--- src/rtl/spi_peripheral_pkg.sv ---
// rtl/spi_peripheral_pkg.sv - shared widths, FSM state encodings and helpers for spi_peripheral
package spi_peripheral_pkg;

  localparam int SPI_DATA_W = 8;
  localparam int SPI_ADDR_W = 4;

  localparam logic [2:0] SPI_ST_IDLE  = 3'd0;
  localparam logic [2:0] SPI_ST_CMD   = 3'd1;
  localparam logic [2:0] SPI_ST_ADDR  = 3'd2;
  localparam logic [2:0] SPI_ST_WDATA = 3'd3;
  localparam logic [2:0] SPI_ST_RDATA = 3'd4;
  localparam logic [2:0] SPI_ST_DONE  = 3'd5;

  localparam logic SPI_RW_WRITE = 1'b1;

  function automatic int spi_max(input int a, input int b);
    return (a > b) ? a : b;
  endfunction

endpackage

--- src/rtl/spi_peripheral_if.sv ---
// rtl/spi_peripheral_if.sv - data memory port driven by the SPI responder
interface spi_peripheral_if #(
  parameter int ADDR_W = 4,
  parameter int DATA_W = 8
);
  logic              wr_en_out;
  logic              rd_en_out;
  logic [ADDR_W-1:0] addr_out;
  logic [DATA_W-1:0] wdata_out;
  logic [DATA_W-1:0] rdata_in;

  modport master (
    output wr_en_out,
    output rd_en_out,
    output addr_out,
    output wdata_out,
    input  rdata_in
  );

  modport slave (
    input  wr_en_out,
    input  rd_en_out,
    input  addr_out,
    input  wdata_out,
    output rdata_in
  );
endinterface

--- src/rtl/spi_peripheral_sync.sv ---
// rtl/spi_peripheral_sync.sv - 2-FF synchronizers for SPI pins, edge pulses from a third stage
module spi_sync (
  input  logic clk,
  input  logic rst,
  input  logic sclk_in,
  input  logic cs_n_in,
  input  logic mosi_in,
  output logic sclk_rise,
  output logic sclk_fall,
  output logic cs_n_s,
  output logic cs_rise,
  output logic cs_fall,
  output logic mosi_s
);
  logic [2:0] sclk_q;
  logic [2:0] cs_q;
  logic [1:0] mosi_q;

  always_ff @(posedge clk) begin
    if (rst) begin
      sclk_q <= '0;
      cs_q   <= '0;
      mosi_q <= '0;
    end else begin
      sclk_q <= {sclk_q[1:0], sclk_in};
      cs_q   <= {cs_q[1:0], cs_n_in};
      mosi_q <= {mosi_q[0], mosi_in};
    end
  end

  // mosi_s is taken from the same stage as the sclk level so a rise pulse sees the matching bit
  assign sclk_rise = sclk_q[1] & ~sclk_q[2];
  assign sclk_fall = ~sclk_q[1] & sclk_q[2];
  assign cs_n_s    = cs_q[1];
  assign cs_rise   = cs_q[1] & ~cs_q[2];
  assign cs_fall   = ~cs_q[1] & cs_q[2];
  assign mosi_s    = mosi_q[1];
endmodule

--- src/rtl/spi_peripheral.sv ---
// rtl/spi_peripheral.sv - SPI mode-0 responder issuing data memory read/write strobes
// Optional word bursts with auto-incrementing address under `define SPI_PERIPH_BURST_EN.
module spi_peripheral
  import spi_peripheral_pkg::*;
#(
  parameter int DATA_W = SPI_DATA_W,
  parameter int ADDR_W = SPI_ADDR_W
) (
  input  logic clk,
  input  logic rst,
  input  logic sclk_in,
  input  logic cs_n_in,
  input  logic mosi_in,
  output logic miso_out,
  output logic miso_oe_out,
  output logic busy_out,
  spi_peripheral_if.master mem
);
  localparam int MAX_W = spi_max(ADDR_W, DATA_W);
  localparam int CNT_W = $clog2(MAX_W) + 1;

  logic sclk_rise, sclk_fall, cs_n_s, cs_rise, cs_fall, mosi_s;

  spi_sync u_sync (
    .clk       (clk),
    .rst       (rst),
    .sclk_in   (sclk_in),
    .cs_n_in   (cs_n_in),
    .mosi_in   (mosi_in),
    .sclk_rise (sclk_rise),
    .sclk_fall (sclk_fall),
    .cs_n_s    (cs_n_s),
    .cs_rise   (cs_rise),
    .cs_fall   (cs_fall),
    .mosi_s    (mosi_s)
  );

  logic [2:0]        state;
  logic [CNT_W-1:0]  cnt;
  logic [MAX_W-2:0]  rx_sr;
  logic [MAX_W-1:0]  rx_next;
  logic [DATA_W-1:0] tx_sr;
  logic [DATA_W-1:0] wdata_r;
  logic [ADDR_W-1:0] addr_r;
  logic [ADDR_W-1:0] a_field;
  logic              rw;
  logic              armed;
  logic              ld_q;
  logic              miso_r;
  logic              wr_en;
  logic              rd_en;

  assign rx_next = {rx_sr, mosi_s};

  // armed blocks a frame from starting until cs_n has been seen high after reset
  always_ff @(posedge clk) begin
    if (rst) begin
      state   <= SPI_ST_IDLE;
      cnt     <= '0;
      rx_sr   <= '0;
      tx_sr   <= '0;
      wdata_r <= '0;
      addr_r  <= '0;
      a_field <= '0;
      rw      <= 1'b0;
      armed   <= 1'b0;
      ld_q    <= 1'b0;
      miso_r  <= 1'b0;
      wr_en   <= 1'b0;
      rd_en   <= 1'b0;
    end else begin
      wr_en <= 1'b0;
      rd_en <= 1'b0;
      ld_q  <= rd_en;
      if (cs_n_s) armed <= 1'b1;
      if (ld_q) tx_sr <= mem.rdata_in;
      if (state != SPI_ST_IDLE && cs_rise) begin
        state  <= SPI_ST_IDLE;
        miso_r <= 1'b0;
      end else begin
        case (state)
          SPI_ST_IDLE: begin
            if (cs_fall && armed) begin
              state  <= SPI_ST_CMD;
              miso_r <= 1'b0;
            end
          end
          SPI_ST_CMD: begin
            if (sclk_rise) begin
              rw    <= mosi_s;
              cnt   <= CNT_W'(ADDR_W);
              state <= SPI_ST_ADDR;
            end
          end
          SPI_ST_ADDR: begin
            if (sclk_rise) begin
              rx_sr <= rx_next[MAX_W-2:0];
              cnt   <= cnt - CNT_W'(1);
              if (cnt == CNT_W'(1)) begin
                cnt <= CNT_W'(DATA_W);
                if (rw == SPI_RW_WRITE) begin
                  a_field <= rx_next[ADDR_W-1:0];
                  state   <= SPI_ST_WDATA;
                end else begin
                  addr_r  <= rx_next[ADDR_W-1:0];
                  a_field <= rx_next[ADDR_W-1:0] + ADDR_W'(1);
                  rd_en   <= 1'b1;
                  state   <= SPI_ST_RDATA;
                end
              end
            end
          end
          SPI_ST_WDATA: begin
            if (sclk_rise) begin
              rx_sr <= rx_next[MAX_W-2:0];
              cnt   <= cnt - CNT_W'(1);
              if (cnt == CNT_W'(1)) begin
                wdata_r <= rx_next[DATA_W-1:0];
                addr_r  <= a_field;
                a_field <= a_field + ADDR_W'(1);
                wr_en   <= 1'b1;
`ifdef SPI_PERIPH_BURST_EN
                cnt     <= CNT_W'(DATA_W);
`else
                state   <= SPI_ST_DONE;
`endif
              end
            end
          end
          SPI_ST_RDATA: begin
            // the last bit stays on miso until the master's sampling rise has been seen
            if (sclk_fall && cnt != '0) begin
              miso_r <= tx_sr[DATA_W-1];
              tx_sr  <= {tx_sr[DATA_W-2:0], 1'b0};
              cnt    <= cnt - CNT_W'(1);
`ifdef SPI_PERIPH_BURST_EN
              if (cnt == CNT_W'(1)) begin
                addr_r  <= a_field;
                a_field <= a_field + ADDR_W'(1);
                rd_en   <= 1'b1;
              end
`endif
            end else if (sclk_rise && cnt == '0) begin
`ifdef SPI_PERIPH_BURST_EN
              cnt   <= CNT_W'(DATA_W);
`else
              state <= SPI_ST_DONE;
`endif
            end
          end
          SPI_ST_DONE: begin
          end
          default: state <= SPI_ST_IDLE;
        endcase
      end
    end
  end

  assign miso_out      = (state == SPI_ST_RDATA) & miso_r;
  assign miso_oe_out   = ~cs_n_s & armed;
  assign busy_out      = (state != SPI_ST_IDLE);
  assign mem.wr_en_out = wr_en;
  assign mem.rd_en_out = rd_en;
  assign mem.addr_out  = addr_r;
  assign mem.wdata_out = wdata_r;
endmodule

--- src/flat_wrapper.sv ---
// flat-port wrapper written by rule: the top's interface ports become plain ports
module spi_peripheral_flat import spi_peripheral_pkg::*;
#(
  parameter int DATA_W = SPI_DATA_W,
  parameter int ADDR_W = SPI_ADDR_W
)
  (clk, rst, sclk_in, cs_n_in, mosi_in, miso_out, miso_oe_out, busy_out, mem_wr_en_out, mem_rd_en_out, mem_addr_out, mem_wdata_out, mem_rdata_in);
  spi_peripheral_if #(.ADDR_W(ADDR_W), .DATA_W(DATA_W)) mem_i ();
  input  logic clk;
  input  logic rst;
  input  logic sclk_in;
  input  logic cs_n_in;
  input  logic mosi_in;
  output logic miso_out;
  output logic miso_oe_out;
  output logic busy_out;
  output wire logic [$bits(mem_i.wr_en_out)-1:0] mem_wr_en_out;
  output wire logic [$bits(mem_i.rd_en_out)-1:0] mem_rd_en_out;
  output wire logic [$bits(mem_i.addr_out)-1:0] mem_addr_out;
  output wire logic [$bits(mem_i.wdata_out)-1:0] mem_wdata_out;
  input wire logic [$bits(mem_i.rdata_in)-1:0] mem_rdata_in;
  assign mem_wr_en_out = mem_i.wr_en_out;
  assign mem_rd_en_out = mem_i.rd_en_out;
  assign mem_addr_out = mem_i.addr_out;
  assign mem_wdata_out = mem_i.wdata_out;
  assign mem_i.rdata_in = mem_rdata_in;
  spi_peripheral #(.DATA_W(DATA_W), .ADDR_W(ADDR_W)) u_core (.clk(clk), .rst(rst), .sclk_in(sclk_in), .cs_n_in(cs_n_in), .mosi_in(mosi_in), .miso_out(miso_out), .miso_oe_out(miso_oe_out), .busy_out(busy_out), .mem(mem_i));
endmodule
--- config.mk ---
export PLATFORM = sky130hd
export DESIGN_NAME = spi_peripheral_flat
export DESIGN_NICKNAME = d
export VERILOG_FILES = /design/src/rtl/spi_peripheral_pkg.sv /design/src/rtl/spi_peripheral_if.sv /design/src/rtl/spi_peripheral_sync.sv /design/src/rtl/spi_peripheral.sv /design/src/flat_wrapper.sv
export SDC_FILE = /design/constraint.sdc
export NUM_CORES = 1
export LEC_CHECK = 0
export CAP_MARGIN = 20
export CORE_MARGIN = 5
export CORE_UTILIZATION = 35
export DETAILED_ROUTE_END_ITERATION = 6
export MAX_ROUTING_LAYER = met4
export PLACE_DENSITY = 0.64
export SYNTH_ARGS = -nofsm -noshare
export SYNTH_HDL_FRONTEND = slang
export SYNTH_SLANG_ARGS = --single-unit
--- constraint.sdc ---
create_clock -name clk -period 3.95 [get_ports clk]
set_clock_uncertainty 0.15 [all_clocks]
set_input_delay 0.79 -clock clk [delete_from_list [all_inputs] [get_ports clk]]
set_output_delay 0.79 -clock clk [all_outputs]
set_load 0.05 [all_outputs]
* After elaboration in Yosys (flattened, before gate mapping)
Index checks and enable logic that the tools add are counted.
** Word-level totals
- Register bits :: 52
- Bits of input ports :: 13
** Cells by class
- Add/sub/neg operators :: 3
- Equal/unequal tests :: 16
- Multiplexer cells :: 37
- Bitwise logic cells :: 16
- Reduce and logical (&&, ||, !) cells :: 23
** Operators with widths (number)
- $mux W4 :: 15
- $mux W8 :: 4
- $mux W3 :: 9
- $pmux W3 S6 :: 1
- $ne A2 B1 Y1 const B :: 8
- $pmux W4 S2 :: 2
- $pmux W4 S4 :: 1
- $reduce_and A6 Y1 :: 2
- $not A1 Y1 :: 10
- $reduce_and A3 Y1 :: 3
- $reduce_and A9 Y1 :: 1
- $add A4 B1 Y4 const B :: 2
- $reduce_bool A4 Y1 :: 2
- $reduce_and A7 Y1 :: 1
- $and A1 B1 Y1 :: 6
- $eq A3 B2 Y1 const B :: 2
- $eq A3 B3 Y1 const B :: 2
- $reduce_or A5 Y1 :: 1
- $eq A4 B1 Y1 const B :: 1
- $logic_and A1 B1 Y1 :: 4
- $logic_not A4 Y1 :: 1
- $mux W1 :: 4
- $ne A2 B2 Y1 const B :: 2
- $reduce_and A4 Y1 :: 1
- 8 further kinds :: 10

* Depth between registers and ports, before layout
Gate-level depths: netlist of the first run.
- Depth in word-level cells :: 6
- Gate-level depth with buffers :: 8
- Gate-level depth less buffers :: 7

* Modules after synthesis
From an unflattened synthesis of the first run, not the netlist that was laid out.
** Unflattened totals
- Cell total of the unflattened synthesis :: 270
- Area total of the unflattened synthesis :: 2343.5 um^2
** By module, submodules not included
- spi_peripheral :: instances 1, cells an instance 250, area an instance 2108.3 um^2, seq. area each 880.8 um^2
- spi_sync :: instances 1, cells an instance 20, area an instance 235.2 um^2, seq. area each 160.2 um^2

* Worst setup path after synthesis of the first run
Ideal clock, no wire load.
- Kind :: register to output
- From :: register u_core.state[0]
- To :: output miso_out
- Arrival time :: 1358 ps
- Required time :: 3010 ps
- Setup slack :: 1652 ps
- Cell stages (with the launch flop) :: 4
- Cell sequence :: dfxtp_1 -> buf_2 -> nor3b_1 -> and2_1
** On the way
- Cells in the longest elaborated chain, start to end :: 2
** RTL lines
- from (decl) :: line spi_peripheral.sv:38 : logic [2:0] state;
- from (signal assigned) :: line spi_peripheral.sv:58 : state <= SPI_ST_IDLE;
- from (signal assigned) :: line spi_peripheral.sv:78 : state <= SPI_ST_IDLE;
- from (signal assigned) :: line spi_peripheral.sv:84 : state <= SPI_ST_CMD;
- $eq A3 B3 Y1 :: line spi_peripheral.sv:159 : assign miso_out = (state == SPI_ST_RDATA) & miso_r;
- $and A1 B1 Y1 :: line spi_peripheral.sv:159
- to (decl) :: line flat_wrapper.sv:14 : output logic miso_out;
Every way passes these cells.

* Final worst setup path of the first run
- From :: register u_core.state[2]
- To :: output miso_out
The elaborated chain is that of the path after synthesis.

==> summary.txt, run 1 <==
Floorplanning
  • Starting density of the core: 35.3%
  • FP Rows: 30
  • Die W: a little over 90 µm
  • Die H: 92.1 µm
  • Core Box Area: roughly 6700 µm²
  • Die area: 8480 µm²
  • I/O pin count: 30

Worst hold path
  • Hold depth: 1
  • Hold path startpoint: u_core.u_sync.sclk_q[0]
  • Hold Path End: u_core.u_sync.sclk_q[1]
  • Worst Hold Class: reg2reg

Drt
  • Via count: 1,873
  • Vias/cell: 5.15
  • DR DRC count: 0
  • Routed Antenna Nets: 0
  • Final WL: 4.80 mm
  • WL per Instance: roughly 13 µm
  • Drt initial violations: about 80
  • TritonRoute pass-1 iters: 4

Timing
  • Min cycle time layout: between 3 and 4 ns
  • Max-slew violations: 0
  • Setup TNS: 0 ns
  • Final period utilization: 83.5%
  • F_max: 303 MHz
  • RSZ-0062 raised after global routing: no
  • Worst slew pin tran: roughly 0.63 ns
  • Worst rel slew slack: 57.8%
  • Final setup vio count: 0
  • Hold Vio Cnt, Final: 0

Cells and area
  • Fin nets: 300
  • Layout Cells excl Fill: 364
  • Share of layout cells above drive strength 1: 7.39%
  • Post-route cell area: 2810 µm²
  • Inserted Diodes: 0
  • Layout area overhead: 19.2%

Placed design
  • Dpl cell area: 2710 µm²
  • Final HPWL DP: 3.30 mm
  • I/O Buffers: 29
  • GP Congestion: 0.789
  • Placed Instances: approximately 360

Job
  • Max cap viols: 0

Yosys
  • Register area share after synthesis: 44.2%
  • Avg Inst Size Synth: about 9 µm²
  • Count leader, synth: dfxtp_1
  • Top_reg_cell synth: dfxtp_1
  • Seq cells post-synth: 52
  • Synth Instances: 258
  • Post-synth EDFFs: 0
  • Synth top cells by count: dfxtp_1 (52), nor2_1 (43), mux2i_1 (27)
  • Synth Net Count: 275
  • Top cells by area, synth: dfxtp_1 (44%), mux2i_1 (11%), nor2_1 (6.8%), nor2b_1 (3.7%), a21oi_1 (3.0%)
  • Syn. warnings: 0
  • Leading area contributor after synthesis: dfxtp_1
  • Unique cell type count in the Yosys netlist: 47
  • Cell area after synthesis: 2360 µm²
  • Post-synth ARST share: 0%
  • Area share of the largest cell type after synthesis: 44.2%

Worst setup path
  • Worst Path Required: 3.01 ns
  • Arr. time, crit path: ~2.4 ns
  • CP bufs+invs: 1
  • Critical path endpoint category: output port
  • Crit path launch type: flip-flop
  • Crit Path Max Fanout: 8
  • Worst reg2reg endpoint: u_core.mem.wdata_out[1]
  • Critical path's slowest cell: clkdlybuf4s50_1
  • Top delay family on crit path: buffers and inverters
  • R2R Setup Slk: 1.47 ns
  • WS Path Type: reg2out
  • CP Cell Sequence: nor3b_1 -> and2_1 -> clkdlybuf4s50_1
  • Worst path max stage delay: 0.79 ns
  • R2r worst-path depth: 5
  • Reg2reg start: u_core.cnt[0]

Clocking
  • Clock Latency Late Sink: 0.31 ns
  • Hold_buf cts: 0
  • Root Driver: clkbuf_8
  • TritonCTS clock tree: built
  • Clock slew at reported path FFs: 0.10 ns
  • # resized after CTS: 0
  • Clock Tree Buf Depth: 2
  • Max H-tree Level: 2
  • Postcts setup bufs: 0
  • CTS sink count: 52
  • TritonCTS buffer count: 5

Pwr
  • Power Dens Cells: 368 nW/µm²
  • Static Leak: 1.07 nW
  • Max VDD drop: 0.000151 V

GRT
  • Grt ovf: 0
  • Global-route wire length before repair: 8.12 mm
  • All-Layer GR Usage: about an eighth
  • Vias in the first global route: 1,708
  • Initial antenna violation count: 0
  • Largest net degree at the start of global routing: 47

Status
  • Status: finished, final reports clean
per-layer routing:
metal  wire length (µm)  vias to the layer above  track usage, %  share of wire (%)
li1                   -                      965               -                  -
met1               2290                      875            15.1                 48
met2               2260                       26            18.9                 47
met3                176                        7            2.87                3.7
met4                 74                        0            4.46                1.5
met5                  0                        -               -                  0
worst max path at each step:
stage                          startpoint        to  slack (ns)  cells past startpoint
after global routing      u_core.state[2]  miso_out        0.46                      3
after global placement    u_core.state[2]  miso_out        1.03                      3
after detailed placement  u_core.state[2]  miso_out        0.99                      3
after CTS                 u_core.state[2]  miso_out        0.62                      3
final                     u_core.state[2]  miso_out        0.65                      3
after floorplan           u_core.state[0]  miso_out        1.65                      3
area by class of cell:
type	count	area (µm²)
Clock buffer	6	82.6
Clock inverter	2	17.5
Fill cell	678	3870
Inverter	3	11.3
Multi-Input combinational cell	189	1240
Sequential cell	52	1040
Tap cell	80	100
Timing Repair Buffer	32	313
kinds of logic (layout without fill, tap and decap cells):
logic type	Yosys count	count (layout)	share of synthesized area [%]
compound gates	46	46	13.5
fa+ha+maj	4	4	2.12
flops	52	52	44.2
xor+xnor	3	3	1.11
buf+inv	17	43	3.03
mux	27	27	11.5
simple gates	109	109	24.6
sequential cells by signal (all words and copies together) (netlist names), 2 cells and up:
register and flops:
u_core.a_field 4, u_core.cnt 4, u_core.mem.addr_out 4, u_core.mem.wdata_out 8, u_core.rx_sr 7, u_core.state 3, u_core.tx_sr 8, u_core.u_sync.cs_q 3
u_core.u_sync.mosi_q 2, u_core.u_sync.sclk_q 3
placed cells by master (no fill, tap or decap), types with 2 or more instances in the layout:
cell type	netlist	routed
mux2i_1	27	27
o21ai_0	7	7
a311oi_1	5	5
or2_2	2	2
inv_6	0	2
nor3_1	2	2
ha_1	4	4
and3_1	2	2
nor2_1	43	43
nand2_1	11	11
inv_1	3	3
xnor2_1	2	2
nand4b_1	2	2
nand3_1	8	8
dfxtp_1	52	52
a211oi_1	9	9
nand2b_1	7	7
or3_1	3	3
clkdlybuf4s50_1	0	29
nor2b_1	14	14
buf_4	1	3
nor3b_1	3	3
clkbuf_8	0	6
nor4_1	2	2
a21oi_1	14	14
through the flow:
| stage | hold slack (ns) | util (%) | power [W] | worst slack [ns] |
|---|---|---|---|---|
| after floorplan | 0.264 | - | 0.000669 | 1.65 |
| after CTS | 0.299 | 42.1 | 0.00105 | 0.622 |
| after global routing | 0.323 | 42.1 | 0.00108 | 0.460 |
| after detailed placement | 0.275 | 40.6 | 0.000716 | 0.988 |
| after global placement | 0.269 | 40.6 | 0.000715 | 1.03 |
| final | 0.296 | 42.1 | 0.00103 | 0.652 |
where the power goes:
| group | switching, W | internal (W) |
|---|---|---|
| Sequential | 0.00000775 | 0.000535 |
| Clock | 0.000183 | 0.000147 |
| Combinational | 0.000101 | 0.0000614 |
| Total | 0.000292 | 0.000743 |
worst register-to-register path, delay by kind of cell, from the launching register on:
family / cells / cell delay (ns)
muxes: 1 / 0.24
adders and majority gates: 1 / 0.21
DFF: 1 / 0.43
and+or+nand+nor: 3 / 1.34
Note: power is estimated with default switching activity, not from simulation.
==> run 2, diff against run 1 <==
--- a/config.mk
+++ b/config.mk
@@ -10,7 +10,7 @@
 export CORE_UTILIZATION = 35
 export DETAILED_ROUTE_END_ITERATION = 6
 export MAX_ROUTING_LAYER = met4
-export PLACE_DENSITY = 0.64
+export PLACE_DENSITY = 0.66
 export SYNTH_ARGS = -nofsm -noshare
 export SYNTH_HDL_FRONTEND = slang
 export SYNTH_SLANG_ARGS = --single-unit
==> constraint.sdc (replaced) <==
create_clock -name clk -period 2.8 [get_ports clk]
set_clock_uncertainty 0.15 [all_clocks]
set_input_delay 0.56 -clock clk [delete_from_list [all_inputs] [get_ports clk]]
set_output_delay 0.56 -clock clk [all_outputs]
set_load 0.05 [all_outputs]
==> summary.txt, run 2 (synthesized netlist as in run 1, its figures left out) <==
GRT
  • Global-route wire length before repair: roughly 8.3 mm
  • All-Layer GR Usage: 12.2%
  • Vias in the first global route: 1,819
  • Grt ovf: 0
  • Largest net degree at the start of global routing: 47
  • Initial antenna violation count: 0

Worst setup path
  • CP bufs+invs: 1
  • Worst Setup EP: busy_out
  • Worst path max stage delay: 0.72 ns
  • Arr. time, crit path: ~1.9 ns
  • Crit path launch type: flip-flop
  • R2r worst-path depth: 5
  • Crit Path Max Fanout: 8
  • Critical path's slowest cell: clkdlybuf4s50_1
  • WS Path Type: reg2out
  • R2R Setup Slk: approximately 0.34 ns
  • CP Cell Sequence: or3_1 -> clkdlybuf4s50_1
  • Worst reg2reg endpoint: u_core.mem.wdata_out[1]
  • Worst Path Required: 2.09 ns
  • Critical path endpoint category: output port
  • Levels on crit path: 2
  • CP startpoint: u_core.state[2]
  • Reg2reg start: u_core.cnt[0]
  • Top delay family on crit path: buffers and inverters

Clocking
  • Max H-tree Level: 2
  • Clock Tree Buf Depth: 2
  • # resized after CTS: 0
  • Hold_buf cts: 0
  • Postcts setup bufs: 0
  • CTS sink count: between 50 and 60
  • TritonCTS clock tree: built
  • Clock slew at reported path FFs: 0.09 ns
  • Clock Latency Late Sink: 0.31 ns
  • TritonCTS buffer count: 5
  • Root Driver: clkbuf_8

Drt
  • Drt initial violations: 101
  • Final WL: 4.91 mm
  • WL per Instance: 13.4 µm
  • Via count: 1,925
  • Vias/cell: 5.25
  • Routed wl met3: between 200 and 250 µm
  • Routed Antenna Nets: 0
  • DR DRC count: 0
  • Max Used Layer: met4
  • Metal2 WL: 2.28 mm
  • TritonRoute pass-1 iters: 4
  • Met1 WL: 2.32 mm

Floorplanning
  • Starting density of the core: 35.3%
  • Core Box Area: between 6000 and 7000 µm²
  • FP Rows: 30
  • Die W: 92.1 µm
  • Die H: 92.1 µm
  • I/O pin count: 30
  • Die area: 8480 µm²

Pwr
  • Static Leak: 1.09 nW
  • Power Dens Cells: approximately 500 nW/µm²
  • Max VDD drop: ~0.00025 V

Placed design
  • Final HPWL DP: 3.36 mm
  • I/O Buffers: 29
  • GP Congestion: 0.839

Timing
  • Final period utilization: 92.5%
  • RSZ-0062 raised after global routing: no
  • Min cycle time layout: between 2 and 3 ns
  • Hold slack: 0.293 ns
  • Worst rel slew slack: between 60% and 70%
  • Setup TNS: 0 ns
  • Worst slew pin tran: 0.592 ns
  • Hold Vio Cnt, Final: 0
  • Max-slew violations: 0
  • Final setup vio count: 0
  • F_max: 386 MHz

Cells and area
  • Layout area overhead: 20.2%
  • Fin nets: 303
  • Share of layout cells above drive strength 1: approximately 8.7%
  • Commonest non-fill, non-tap cell in the layout: dfxtp_1
  • Most frequent cells in the layout: dfxtp_1 (52), nor2_1 (43), clkdlybuf4s50_1 (28)
  • Inserted Diodes: 0

Worst hold path
  • Worst Hold Class: reg2reg

Status
  • Status: finished, final reports clean

Job
  • Max cap viols: 0
-- run 2: cell count changes in the layout (fill, tap and decap cells not counted), sizes merged --
| cell | delta |
|---|---|
| clkinv | +2 |
| inv | -1 |
| clkdlybuf4s50 | -1 |
| buf | +4 |
| clkbuf | -1 |
-- run 2: power breakdown --
group          leakage (nW)  switching (W)  internal (W)  total, W
combinational         0.616       0.000150     0.0000869  0.000237
clock                0.0485       0.000252      0.000179  0.000431
sequential            0.420      0.0000111      0.000754  0.000765
total                  1.09       0.000413       0.00102   0.00143
-- run 2: final cells by class --
| cell class | count | area [µm²] |
|---|---|---|
| clock buffers | 5 | 68.8 |
| clock inverters | 3 | 22.5 |
| fillers | 667 | 3850 |
| inverters | 3 | 11.3 |
| multi-input cells | 189 | 1240 |
| flip-flops and latches | 52 | 1040 |
| well taps | 80 | 100 |
| repair buffers | 35 | 345 |
-- run 2: how the worst min path moves through the flow --
stage,start,end,cells past startpoint
2_1_floorplan,u_core.u_sync.cs_q[0],u_core.u_sync.cs_q[1],1
3_3_place_gp,u_core.u_sync.cs_q[0],u_core.u_sync.cs_q[1],1
3_5_place_dp,u_core.u_sync.sclk_q[0],u_core.u_sync.sclk_q[1],1
4_1_cts,u_core.u_sync.mosi_q[0],u_core.u_sync.mosi_q[1],1
5_1_grt,u_core.u_sync.mosi_q[0],u_core.u_sync.mosi_q[1],1
6_report,u_core.u_sync.mosi_q[0],u_core.u_sync.mosi_q[1],1
-- run 2: layer usage --
metal	up-vias	track usage (%)
li1	972	-
met1	914	14.9
met2	33	19.0
met3	6	3.61
met4	0	4.95
met5	-	-
-- run 2: through the flow --
step / std cells / power [W] / util [%] / worst slack [ns] / cell area (µm²)
3_5_place_dp: 359 / 0.00101 / 41.0 / 0.365 / 2740
5_1_grt: 367 / 0.00149 / 42.4 / 0.162 / 2830
6_report: 367 / 0.00143 / 42.4 / 0.211 / 2830
3_3_place_gp: 359 / 0.00101 / 41.0 / 0.414 / 2740
4_1_cts: 367 / 0.00145 / 42.4 / 0.198 / 2830
2_1_floorplan: 258 / 0.000944 / - / 0.632 / 2360
